### config.mk
export PLATFORM = sky130hd
export DESIGN_NAME = sync_fifo_param_flat
export DESIGN_NICKNAME = d
export VERILOG_FILES = /design/src/rtl/sync_fifo_param_if.sv /design/src/rtl/sync_fifo_param.sv /design/src/flat_wrapper.sv
export SDC_FILE = /design/constraint.sdc
export NUM_CORES = 1
export LEC_CHECK = 0
export CAP_MARGIN = 20
export CORE_AREA = 2 2 116 118
export DETAILED_ROUTE_END_ITERATION = 10
export DIE_AREA = 0 0 118 120
export GPL_ROUTABILITY_DRIVEN = 0
export PLACE_DENSITY = 0.76
export SLEW_MARGIN = 20
export SYNTH_ARGS = -nofsm -noshare
export SYNTH_HDL_FRONTEND = slang
export SYNTH_SLANG_ARGS = --single-unit
### constraint.sdc
create_clock -name clk -period 6.01 [get_ports clk]
set_input_delay 0.601 -clock clk [delete_from_list [all_inputs] [get_ports clk]]
set_output_delay 0.601 -clock clk [all_outputs]
set_load 0.02 [all_outputs]
### src/rtl/sync_fifo_param_if.sv
// Handshake and status bundle for sync_fifo_param: the producer/consumer side
// drives requests through the master modport, and the FIFO answers through the slave modport.
interface sync_fifo_param_if #(
  parameter int WIDTH = 8,
  parameter int DEPTH = 16
);
  localparam int CW = $clog2(DEPTH) + 1;

  logic             flush;
  logic             wen;
  logic [WIDTH-1:0] wdata;
  logic             ren;
  logic             clr_err;
  logic [WIDTH-1:0] rdata;
  logic             rvalid;
  logic             full;
  logic             empty;
  logic             almost_full;
  logic             almost_empty;
  logic [CW-1:0]    count;
  logic             overflow;
  logic             underflow;

  modport master (
    output flush, wen, wdata, ren, clr_err,
    input  rdata, rvalid, full, empty, almost_full, almost_empty, count,
           overflow, underflow
  );

  modport slave (
    input  flush, wen, wdata, ren, clr_err,
    output rdata, rvalid, full, empty, almost_full, almost_empty, count,
           overflow, underflow
  );
endinterface

### src/rtl/sync_fifo_param.sv
// Single-clock FIFO with a registered read port, a fill count, almost-full and almost-empty
// thresholds, sticky overflow/underflow flags and a synchronous flush.
module sync_fifo_param #(
  parameter int WIDTH    = 8,
  parameter int DEPTH    = 16,
  parameter int AF_LEVEL = DEPTH - 2,
  parameter int AE_LEVEL = 2
) (
  input  logic                clk,
  input  logic                rst,
  sync_fifo_param_if.slave    bus
);
  localparam int AW = $clog2(DEPTH);
  localparam int CW = AW + 1;
  localparam logic [CW-1:0] DEPTH_C = CW'(DEPTH);
  localparam logic [CW-1:0] AF_C    = CW'(AF_LEVEL);
  localparam logic [CW-1:0] AE_C    = CW'(AE_LEVEL);

  logic [WIDTH-1:0] mem [DEPTH];

  logic [AW-1:0]    wptr_q, wptr_d;
  logic [AW-1:0]    rptr_q, rptr_d;
  logic [CW-1:0]    count_q, count_d;
  logic [WIDTH-1:0] rdata_q, rdata_d;
  logic             rvalid_q, rvalid_d;
  logic             overflow_q, overflow_d;
  logic             underflow_q, underflow_d;

  logic full, empty, wa, ra;

  // Status flags decode the registered count only, so they cannot glitch within a cycle.
  assign full  = (count_q == DEPTH_C);
  assign empty = (count_q == '0);
  assign wa    = bus.wen & ~full  & ~bus.flush;
  assign ra    = bus.ren & ~empty & ~bus.flush;

  always_comb begin
    wptr_d      = wptr_q;
    rptr_d      = rptr_q;
    count_d     = count_q;
    rdata_d     = rdata_q;
    rvalid_d    = 1'b0;
    overflow_d  = overflow_q;
    underflow_d = underflow_q;
    if (bus.flush) begin
      // Flush drops contents but keeps rdata and the error history intact.
      wptr_d  = '0;
      rptr_d  = '0;
      count_d = '0;
    end else begin
      if (wa) wptr_d = wptr_q + AW'(1);
      if (ra) begin
        rptr_d   = rptr_q + AW'(1);
        rdata_d  = mem[rptr_q];
        rvalid_d = 1'b1;
      end
      if (wa && !ra)      count_d = count_q + CW'(1);
      else if (ra && !wa) count_d = count_q - CW'(1);
      if (bus.clr_err) begin
        overflow_d  = 1'b0;
        underflow_d = 1'b0;
      end else begin
        if (bus.wen && full)  overflow_d  = 1'b1;
        if (bus.ren && empty) underflow_d = 1'b1;
      end
    end
  end

  always_ff @(posedge clk or negedge rst) begin
    if (!rst) begin
      wptr_q      <= '0;
      rptr_q      <= '0;
      count_q     <= '0;
      rdata_q     <= '0;
      rvalid_q    <= 1'b0;
      overflow_q  <= 1'b0;
      underflow_q <= 1'b0;
    end else begin
      wptr_q      <= wptr_d;
      rptr_q      <= rptr_d;
      count_q     <= count_d;
      rdata_q     <= rdata_d;
      rvalid_q    <= rvalid_d;
      overflow_q  <= overflow_d;
      underflow_q <= underflow_d;
    end
  end

  // Storage is deliberately left out of reset.
  always_ff @(posedge clk) begin
    if (wa) mem[wptr_q] <= bus.wdata;
  end

  assign bus.rdata        = rdata_q;
  assign bus.rvalid       = rvalid_q;
  assign bus.full         = full;
  assign bus.empty        = empty;
  assign bus.almost_full  = (count_q >= AF_C);
  assign bus.almost_empty = (count_q <= AE_C);
  assign bus.count        = count_q;
  assign bus.overflow     = overflow_q;
  assign bus.underflow    = underflow_q;
endmodule
### src/flat_wrapper.sv
// flat-port wrapper written by rule: the top's interface ports become plain ports
module sync_fifo_param_flat 
#(
  parameter int WIDTH    = 8,
  parameter int DEPTH    = 16,
  parameter int AF_LEVEL = DEPTH - 2,
  parameter int AE_LEVEL = 2
)
  (clk, rst, bus_flush, bus_wen, bus_wdata, bus_ren, bus_clr_err, bus_rdata, bus_rvalid, bus_full, bus_empty, bus_almost_full, bus_almost_empty, bus_count, bus_overflow, bus_underflow);
  sync_fifo_param_if #(.WIDTH(WIDTH), .DEPTH(DEPTH)) bus_i ();
  input  logic clk;
  input  logic rst;
  input wire logic [$bits(bus_i.flush)-1:0] bus_flush;
  input wire logic [$bits(bus_i.wen)-1:0] bus_wen;
  input wire logic [$bits(bus_i.wdata)-1:0] bus_wdata;
  input wire logic [$bits(bus_i.ren)-1:0] bus_ren;
  input wire logic [$bits(bus_i.clr_err)-1:0] bus_clr_err;
  output wire logic [$bits(bus_i.rdata)-1:0] bus_rdata;
  output wire logic [$bits(bus_i.rvalid)-1:0] bus_rvalid;
  output wire logic [$bits(bus_i.full)-1:0] bus_full;
  output wire logic [$bits(bus_i.empty)-1:0] bus_empty;
  output wire logic [$bits(bus_i.almost_full)-1:0] bus_almost_full;
  output wire logic [$bits(bus_i.almost_empty)-1:0] bus_almost_empty;
  output wire logic [$bits(bus_i.count)-1:0] bus_count;
  output wire logic [$bits(bus_i.overflow)-1:0] bus_overflow;
  output wire logic [$bits(bus_i.underflow)-1:0] bus_underflow;
  assign bus_i.flush = bus_flush;
  assign bus_i.wen = bus_wen;
  assign bus_i.wdata = bus_wdata;
  assign bus_i.ren = bus_ren;
  assign bus_i.clr_err = bus_clr_err;
  assign bus_rdata = bus_i.rdata;
  assign bus_rvalid = bus_i.rvalid;
  assign bus_full = bus_i.full;
  assign bus_empty = bus_i.empty;
  assign bus_almost_full = bus_i.almost_full;
  assign bus_almost_empty = bus_i.almost_empty;
  assign bus_count = bus_i.count;
  assign bus_overflow = bus_i.overflow;
  assign bus_underflow = bus_i.underflow;
  sync_fifo_param #(.WIDTH(WIDTH), .DEPTH(DEPTH), .AF_LEVEL(AF_LEVEL), .AE_LEVEL(AE_LEVEL)) u_core (.clk(clk), .rst(rst), .bus(bus_i));
endmodule
==> results of run 1 <==
==> area by class of cell <==
| cell class | count | area (sq um) | area share |
|---|---|---|---|
| Timing Repair Buffer | 39 | 370 | 0.0501 |
| Clock buffer | 19 | 453 | 0.0612 |
| Tap cell | 176 | 220 | 0.0298 |
| Inverter | 5 | 18.8 | 0.00254 |
| Multi-Input combinational cell | 178 | 1750 | 0.236 |
| Clock inverter | 13 | 144 | 0.0194 |
| Sequential cell | 152 | 4450 | 0.601 |
==> logic make-up after synthesis <==
logic type      synth area share
flops                      0.706
simple gates              0.0515
mux                        0.145
compound gates            0.0517
buf+inv                   0.0165
fa+ha+maj                 0.0211
xor+xnor                 0.00835
==> routing by layer <==
metal	vias to the layer above	part of all wire	track usage
met4	0	0.012	0.0580
met3	12	0.070	0.0461
met5	-	0	0
li1	1487	-	-
met2	149	0.51	0.306
met1	1745	0.41	0.252
==> worst min-delay path by stage <==
| stage | startpoint | endpoint | slack, ps | depth (start not counted) |
|---|---|---|---|---|
| floorplan | rst | u_core.bus.count[0] | 310 | 0 |
| global placement | u_core.bus.underflow | u_core.bus.underflow | 480 | 2 |
| detailed placement | u_core.bus.underflow | u_core.bus.underflow | 490 | 2 |
| CTS | u_core.bus.underflow | u_core.bus.underflow | 500 | 2 |
| global route | rst | u_core.bus.overflow | 210 | 1 |
| finish | rst | u_core.bus.underflow | 170 | 1 |
==> cell usage in the layout, fill, tap and decap left out, drive strengths merged, types with 3 or more instances in the layout <==
| cell type | synthesis | layout |
|---|---|---|
| dfrtp | 24 | 24 |
| o211ai | 4 | 4 |
| nand2b | 6 | 6 |
| nand2 | 16 | 16 |
| xor2 | 4 | 4 |
| mux4 | 32 | 32 |
| edfxtp | 128 | 128 |
| o221ai | 8 | 8 |
| clkbuf | 7 | 19 |
| and3 | 3 | 3 |
| clkinv | 0 | 7 |
| ha | 9 | 9 |
| nor2 | 25 | 25 |
| inv | 5 | 8 |
| nor3 | 5 | 5 |
| mux2i | 18 | 18 |
| buf | 9 | 7 |
| clkdlybuf4s50 | 0 | 32 |
| o21ai | 6 | 6 |
| a21oi | 13 | 13 |
| nand3 | 6 | 6 |
==> sequential cells by signal, summed over array words and instances (netlist names) <==
name,cells
u_core.bus.count,5
u_core.bus.overflow,1
u_core.bus.rdata,8
u_core.bus.rvalid,1
u_core.bus.underflow,1
u_core.mem,128
u_core.rptr_q,4
u_core.wptr_q,4
==> worst max-delay path, cell delays in order <==
cell	delay, ps
clkdlybuf4s50_1	720
nand2b_1	350
a211oi_2	350
inv_1	180
ha_1	370
a21oi_1	240
a21oi_1	110
mux2_1	280
or4_1	460
==> report_power, final <==
part / leakage, nW / switching [W] / total [W] / internal [W]
Sequential: 1.47 / 0.0000759 / 0.00129 / 0.00121
Combinational: 0.704 / 0.000398 / 0.000747 / 0.000349
Clock: 0.296 / 0.000415 / 0.00105 / 0.000637
==> metrics by stage <==
step | hold WS, ps | power (W) | instance area (sq um) | instances | worst slack [ps]
after floorplan | 305 | 0.00181 | 6290 | 351 | 3120
after global routing | 209 | 0.00322 | 7400 | 582 | 2350
final | 174 | 0.00309 | 7400 | 582 | 2620
after detailed placement | 488 | 0.00205 | 6810 | 550 | 2250
after global placement | 481 | 0.00203 | 6810 | 550 | 2400
after CTS | 505 | 0.00311 | 7400 | 582 | 2660
==> metrics.log, run 1 <==
INFO  metric cts.sink_count = 152
INFO  metric synthesis.area_per_instance = about 18 sq um
INFO  metric grt_pass1_vias = 3398
INFO  metric most_frequent_cells_after_synthesis = edfxtp_1, mux4_2, nor2_1
INFO  metric design.core.area = approximately 13000 sq um
INFO  metric critical_path.startpoint = bus_flush
INFO  metric drt_first_pass_iters = 5
INFO  metric worst-endpoint-required = between 6000 and 7000 ps
INFO  metric routed_via_density = slightly below 6
INFO  metric critical_path_startpoint_category = primary input
INFO  metric post_synthesis_cell_count = 351
INFO  metric synth-warning-count = 0
INFO  metric clock-root-buffer = clkbuf_16
INFO  metric drt_iter0_markers = 384
INFO  metric fillers = 982
INFO  metric yosysTopAreaCellShare = 0.611
INFO  metric cp_max_fo = 17
INFO  metric timing.slew.headroom = 0.366
INFO  metric grt_setup_unrepaired = false
INFO  metric setup_viol = 0
INFO  metric drcViolationCount = 0
INFO  metric htree_levels = 4
INFO  metric grt_overflow_total = 0
INFO  metric endpoint_kind = flop
INFO  metric worst_clock_skew = 12.4 ps
INFO  metric static-leakage-power = between 2 and 2.5 nW
INFO  metric worstPathArrival = 3670 ps
INFO  metric yosysSeqAreaShare = 0.706
INFO  metric die_y = 120 um
INFO  metric yosys.cell_count.top_type = edfxtp_1
INFO  metric timing_max_transition_violations_final = 0
INFO  metric clk_transition_reported_paths = roughly 60 ps
INFO  metric reg2reg_depth = 8
INFO  metric starting_density_of_the_core = 0.485
INFO  metric critical_path.reg2reg.startpoint = u_core.bus.count[1]
INFO  metric vias = 3393
INFO  metric area_growth = 17.5%
INFO  metric setup.reg_to_reg.worst_slack = 2890 ps
INFO  metric yosysTopAreaCell = edfxtp_1
INFO  metric yosys-top-cells-area = edfxtp_1, mux4_2, dfrtp_1
INFO  metric cts_setup_buffers = 0
INFO  metric vdd.ir_drop.worst = 429 uV
INFO  metric route.final.wire_length = around 12000 um
INFO  metric mappedNetlistNets = 375
INFO  metric fin_setup_tns = 0 ps
INFO  metric die-width = between 100 and 150 um
INFO  metric clk_latency = around 420 ps
INFO  metric hpwl = 7680 um
INFO  metric cts_hold_repair.buffers = 0
INFO  metric fmaxAchievable = between 200 and 300 MHz
INFO  metric grt_first_pass_wirelength = about 20000 um
INFO  metric floorplan.io_pins = 34
INFO  metric cts_tree = built
INFO  metric grt_usage = 0.188
INFO  metric antenna_cells = 0
INFO  metric total_clock_buffers_created_by_cts = 17
INFO  metric finalHoldViolations = 0
INFO  metric setup.worst_path.end = u_core.bus.count[4]
INFO  metric largest_net_degree_at_the_start_of_global_routing = 35
INFO  metric antenna_left = 0
INFO  metric async_reset_ff_frac = 0.158
INFO  metric period_needed = 3390 ps
INFO  metric post_synth_num_cell_types = 42
INFO  metric port_buffers = 33
INFO  metric placement_row_count = 42
INFO  metric synth_edf_count = 128
INFO  metric syn_area = 6290 sq um
INFO  metric finish.net_count = 417
INFO  metric status = completed
INFO  metric power-per-cell-area = 417 nW/um^2
INFO  metric yosys_register_bits = approximately 150
INFO  metric cap_viol_max_count = 0
INFO  metric criticalPathCategory = primary input to flop
INFO  metric timing_worst_slew_pin_value = 948 ps
INFO  metric post_cts_resize_count = 0
INFO  metric antenna_violations_before_repair = 0
INFO  metric reg2reg_to = u_core.bus.count[4]
INFO  metric min-delay-path-class = primary input to async pin
INFO  metric fraction_of_final_layout_cells_with_drive_strength_greater_than_1 = 0.192
INFO  metric final_core_util = 0.570
INFO  metric die_area = 14200 sq um
INFO  metric wire_per_inst = about 21 um
INFO  metric synth-main-ff-cell = edfxtp_1
INFO  metric finalCritPeriodShare = 0.563
INFO  metric cts.path.max_buffers = 2
(Power assumes the default switching activity.)
==> run 2: changes to the inputs <==
PLACE_DENSITY = 0.79   (was 0.76)
clock period = 3.1 ns   (was 6.01 ns; I/O delays follow)
==> run 2 against run 1 <==
Setup slack lost 2500 ps. Die area is the same. Design area grew 1.9%. Via count grew 2.3%. Wire length grew 2.2%. Sequential power grew 93%. Sequential cell count is the same. Total power grew 96%. Non-clock buffer count grew 17. Register-to-register slack lost 2800 ps. First-iteration DRC count shrank 11%. Sequential share of layout area shrank 1.1 points. Critical endpoint unchanged.
==> metrics.log, run 2 (synthesis results as in run 1) <==
INFO  metric status = completed
INFO  metric largest_net_degree_at_the_start_of_global_routing = 35
INFO  metric starting_density_of_the_core = 0.485
INFO  metric grt_first_pass_wirelength = about 20000 um
INFO  metric total_clock_buffers_created_by_cts = 17
INFO  metric setup.reg_to_reg.worst_slack = 120 ps
INFO  metric die_area = 14200 sq um
INFO  metric timing_max_transition_violations_final = 0
INFO  metric fmaxAchievable = 336 MHz
INFO  metric fraction_of_final_layout_cells_with_drive_strength_greater_than_1 = 0.217
INFO  metric mostFrequentLayoutCells = edfxtp_1, mux4_2, clkdlybuf4s50_1, nor2_1, dfrtp_1
INFO  metric cts.path.max_buffers = 2
INFO  metric fin_hold_ws = 428 ps
INFO  metric worstPathArrival = 3270 ps
INFO  metric finish.net_count = ~430
INFO  metric flip_flop_count_of_the_largest_register_after_layout = 128
INFO  metric area_growth = 19.8%
INFO  metric timing_worst_slew_pin_value = 587 ps
INFO  metric grt_setup_unrepaired = false
INFO  metric grt_usage = 0.191
INFO  metric grt_pass1_vias = roughly 3600
INFO  metric grt_overflow_total = 0
INFO  metric cts_tree = built
INFO  metric clock-root-buffer = clkbuf_16
INFO  metric placement.cell_area = 6920 sq um
INFO  metric route.final.wire_length = about 13000 um
INFO  metric worst-endpoint-required = 3390 ps
INFO  metric clk_transition_reported_paths = 70 ps
INFO  metric endpoint_kind = flop
INFO  metric fin_setup_tns = 0 ps
INFO  metric timing.slew.headroom = 0.609
INFO  metric drt_iter0_markers = 340
INFO  metric routed_via_density = 5.79
INFO  metric criticalPathCategory = flop to flop
INFO  metric final_common_cell = edfxtp_1
INFO  metric floorplan.io_pins = 34
INFO  metric power-per-cell-area = 804 nW/um^2
INFO  metric design.core.area = ~13000 sq um
INFO  metric critical_path.reg2reg.startpoint = u_core.bus.count[1]
INFO  metric clk_latency = 420 ps
INFO  metric worst_clock_skew = 11.4 ps
INFO  metric setup.worst_path.end = u_core.bus.count[4]
INFO  metric cts_setup_buffers = 0
INFO  metric period_needed = 2980 ps
INFO  metric antenna_cells = 0
INFO  metric vias = 3470
INFO  metric min-delay-path-class = primary input to async pin
INFO  metric antenna_left = 0
INFO  metric critical_path_startpoint_category = flop
INFO  metric static-leakage-power = ~2.6 nW
INFO  metric drcViolationCount = 0
INFO  metric critical_path.startpoint = u_core.bus.count[1]
INFO  metric vdd.ir_drop.worst = around 530 uV
INFO  metric antenna_violations_before_repair = 0
INFO  metric reg2reg_depth = 8
INFO  metric cts.sink_count = 152
INFO  metric finalCritPeriodShare = 0.961
INFO  metric htree_levels = 4
INFO  metric die_y = 120 um
INFO  metric wire_per_inst = 21.3 um
INFO  metric cap_viol_max_count = 0
INFO  metric regMostFlops = u_core.mem
INFO  metric cp_max_fo = 9
INFO  metric placement_row_count = 42
INFO  metric setup_viol = 0
INFO  metric reg2reg_to = u_core.bus.count[4]
INFO  metric hpwl = 7680 um
INFO  metric drt_first_pass_iters = 5
INFO  metric port_buffers = 33
INFO  metric die-width = 118 um
INFO  metric final_area = around 7500 sq um
INFO  metric finalHoldViolations = 0
==> run 2: cell count changes in the layout (fill, tap and decap cells not counted), sizes merged <==
| cell | change |
|---|---|
| buf | +16 |
| inv | +5 |
| clkinv | -4 |
| clkbuf | -2 |
| clkinvlp | +1 |
| dlygate4sd3 | +1 |
==> run 2: per-stage QoR <==
step / util / power (W) / cells / setup slack, ps
floorplan: - / 0.00351 / 351 / 207
global placement: 0.534 / 0.00394 / 566 / 257
detailed placement: 0.533 / 0.00399 / 566 / 150
CTS: 0.581 / 0.00609 / 599 / 175
global route: 0.581 / 0.00630 / 599 / 2.88
finish: 0.581 / 0.00606 / 599 / 120
==> run 2: worst min-delay path by stage <==
stage                                    start                   end  slack (ps)  depth (start not counted)
final                                      rst   u_core.bus.count[4]         430                          2
after global routing                       rst   u_core.bus.count[1]         460                          2
after CTS                                  rst   u_core.bus.count[4]         430                          2
after detailed placement                   rst   u_core.bus.count[4]         340                          1
after global placement    u_core.bus.underflow  u_core.bus.underflow         480                          2
after floorplan                            rst   u_core.bus.count[0]          10                          0
==> run 2: area by class of cell <==
cell class | instances | area, sq um
fill | 947 | 5440
sequential | 152 | 4440
multi-input combinational | 178 | 1750
timing repair buffer | 56 | 500
clock buffer | 17 | 425
tap | 176 | 220
clock inverter | 15 | 184
inverter | 5 | 18.8
==> run 2: worst max-delay path, stage by stage, from the launching register on <==
cell      delay [ps]
dfrtp_1          490
o41a_1           530
a211oi_2         200
inv_1            160
ha_1             360
a21oi_1          250
a21oi_1          120
mux2_1           280
or4_1            460
==> run 2: routing by layer <==
layer | track usage | vias up | part of all wire
li1 | - | 1516 | -
met2 | 0.311 | 151 | 0.50
met5 | 0 | - | 0
met1 | 0.247 | 1777 | 0.41
met3 | 0.0447 | 26 | 0.062
met4 | 0.0843 | 0 | 0.020
==> run 2: timing repair <==
item                                    4_1_cts  5_1_grt
endpoints found under the setup margin        0        0
hold buffers                                  1        0
hold endpoints to repair                     24        0
resized for setup                             0        0
==> run 2: report_power, final <==
part | internal, W | leakage, nW | switching, W
sequential | 0.00235 | 1.47 | 0.000139
combinational | 0.000681 | 0.794 | 0.000790
clock | 0.00122 | 0.293 | 0.000886
total | 0.00425 | 2.55 | 0.00181
==> run 3: changes to the inputs <==
MAX_ROUTING_LAYER = met4   (was unset)
==> run 3 against run 2 <==
Non-clock buffer count did not move. Die area unchanged. Register-to-register slack gained 30 ps. Via count increased by 0.32%. Sequential power hardly changed. Critical path depth unchanged. Cell count is the same. Total power about the same. Critical path type unchanged. Critical endpoint unchanged.
==> metrics.log, run 3 (synthesis results as in run 1) <==
INFO  metric status = completed
INFO  metric reg2reg_depth = 8
INFO  metric floorplan.io_pins = 34
INFO  metric switchingPower = 0.00181 W
INFO  metric finalHoldViolations = 0
INFO  metric route.final.wire_length = between 10000 and 15000 um
INFO  metric worstPathArrival = ~3200 ps
INFO  metric design_power_total = 0.00606 W
INFO  metric top_usage_layer = met2
INFO  metric finalCritPeriodShare = 0.953
INFO  metric final_core_util = 0.581
INFO  metric crit_chain = o41a_1 -> a211oi_2 -> inv_1 -> ha_1 -> a21oi_1 -> a21oi_1 -> mux2_1 -> or4_1
INFO  metric critical_path.reg2reg.startpoint = u_core.bus.count[1]
INFO  metric use_met2 = 0.311
INFO  metric regMostFlops = u_core.mem
INFO  metric setup_viol = 0
INFO  metric static-leakage-power = 2.55 nW
INFO  metric timing.critical_path.buf_inv = 1
INFO  metric routed_via_density = 5.81
INFO  metric worst_clock_skew = 7.76 ps
INFO  metric clk_latency = about 420 ps
INFO  metric area_growth = 19.8%
INFO  metric period_needed = 2950 ps
INFO  metric mostFrequentLayoutCells = edfxtp_1, mux4_2, clkdlybuf4s50_1, nor2_1, dfrtp_1
INFO  metric fin_setup_tns = 0 ps
INFO  metric criticalPathCategory = flop to flop
INFO  metric port_buffers = 33
INFO  metric vias = around 3500
INFO  metric antenna_left = 0
INFO  metric largest_net_degree_at_the_start_of_global_routing = 35
INFO  metric design.core.area = 13000 sq um
INFO  metric grt_first_pass_wirelength = 19800 um
INFO  metric timing_max_transition_violations_final = 0
INFO  metric cp_max_fo = 9
INFO  metric starting_density_of_the_core = 0.485
INFO  metric grt_usage = 0.197
INFO  metric final_area = 7540 sq um
INFO  metric crit_top_cell = a21oi_1
INFO  metric drcViolationCount = 0
INFO  metric power_frac_clock = 0.347
INFO  metric fraction_of_final_layout_cells_with_drive_strength_greater_than_1 = 0.217
INFO  metric flip_flop_count_of_the_largest_register_after_layout = 128
INFO  metric htree_levels = 4
INFO  metric finish.net_count = 434
INFO  metric grt_pass1_vias = 3617
INFO  metric cts_setup_buffers = 0
INFO  metric clk_transition_reported_paths = 60 ps
INFO  metric cap_viol_max_count = 0
INFO  metric wire_per_inst = 21.3 um
INFO  metric grtUsageMet3 = 0.0423
INFO  metric worst-endpoint-required = 3390 ps
INFO  metric timing.critical_path.depth = 8
INFO  metric endpoint_kind = flop
INFO  metric hpwl = ~7700 um
INFO  metric cts.sink_count = 152
INFO  metric timing.slew.headroom = 0.610
INFO  metric critical_path.startpoint = u_core.bus.count[1]
INFO  metric placement.cell_area = between 6000 and 7000 sq um
INFO  metric crit_path_max_incr_delay = 530 ps
INFO  metric critical_path_startpoint_category = flop
INFO  metric die_y = 120 um
INFO  metric worst_path_max_delay_cell = o41a_1
INFO  metric combPwrFrac = 0.243
INFO  metric cts_tree = built
INFO  metric clock-root-buffer = clkbuf_16
INFO  metric final_common_cell = edfxtp_1
INFO  metric die-width = 118 um
INFO  metric drt_iter0_markers = 361
INFO  metric antenna_violations_before_repair = 0
INFO  metric total_clock_buffers_created_by_cts = 17
INFO  metric power.share.switching = 0.299
INFO  metric worst_path_top_cell_family_by_delay = compound AO/OA/AOI/OAI gates
INFO  metric grt_overflow_total = 0
INFO  metric min-delay-path-class = primary input to async pin
INFO  metric drt_first_pass_iters = 5
INFO  metric groute.layer.met1.usage = 0.248
INFO  metric grt_setup_unrepaired = false
INFO  metric stdcell_count = between 500 and 600
INFO  metric power-per-cell-area = 804 nW/um^2
INFO  metric power.sequential.fraction = 0.410
INFO  metric vdd.ir_drop.worst = 528 uV
INFO  metric placement_row_count = 42
INFO  metric die_area = 14200 sq um
INFO  metric place.detailed.instances = 566
INFO  metric fmaxAchievable = around 340 MHz
INFO  metric timing_worst_slew_pin_value = 585 ps
INFO  metric cts.path.max_buffers = 2
INFO  metric antenna_cells = 0
INFO  metric p_int = 0.00425 W
-- run 3: what timing repair did --
action | CTS | global route
gates resized for setup | 0 | 0
setup endpoints to repair | 0 | 0
hold buffers | 1 | 0
endpoints found under the hold margin | 24 | 0
-- run 3: final timing paths --
check | to | slack [ps]
setup / recovery | u_core.bus.count[4] | 150
hold / removal | u_core.bus.count[4] | 430
setup reg to reg | u_core.bus.count[4] | 150
hold reg to reg | u_core.bus.overflow | 500
max in group asynchronous | u_core.bus.rdata[2] | 2280
min in group clk | u_core.bus.overflow | 500
-- run 3: through the flow --
step	worst slack, ps	hold slack (ps)
global route	2.97	461
floorplan	207	14.4
finish	145	428
detailed placement	150	335
CTS	175	430
global placement	257	485
-- run 3: cell type report --
cell class	instances	area, sq um
clock inverters	15	184
repair buffers	56	500
multi-input cells	178	1750
flip-flops and latches	152	4440
inverters	5	18.8
clock buffers	17	425
well taps	176	220
fillers	947	5440
-- run 3: power by group through the flow --
stage | clock, W | combinational (W) | sequential [W]
detailed placement | 0 | 0.00146 | 0.00252
CTS | 0.00213 | 0.00148 | 0.00248
floorplan | 0 | 0.000922 | 0.00259
global route | 0.00220 | 0.00159 | 0.00251
global placement | 0 | 0.00143 | 0.00251
finish | 0.00210 | 0.00147 | 0.00249
-- run 3: layer usage --
metal	wire [um]	vias up
li1	-	1517
met1	5320	1785
met2	6380	152
met3	782	27
met4	289	0
met5	0	-
-- run 3: worst register-to-register path, stage by stage, from the launching register on --
cell and delay [ps]:
dfrtp_1 490, o41a_1 540, a211oi_2 200, inv_1 160, ha_1 360, a21oi_1 230
a21oi_1 110, mux2_1 280, or4_1 460
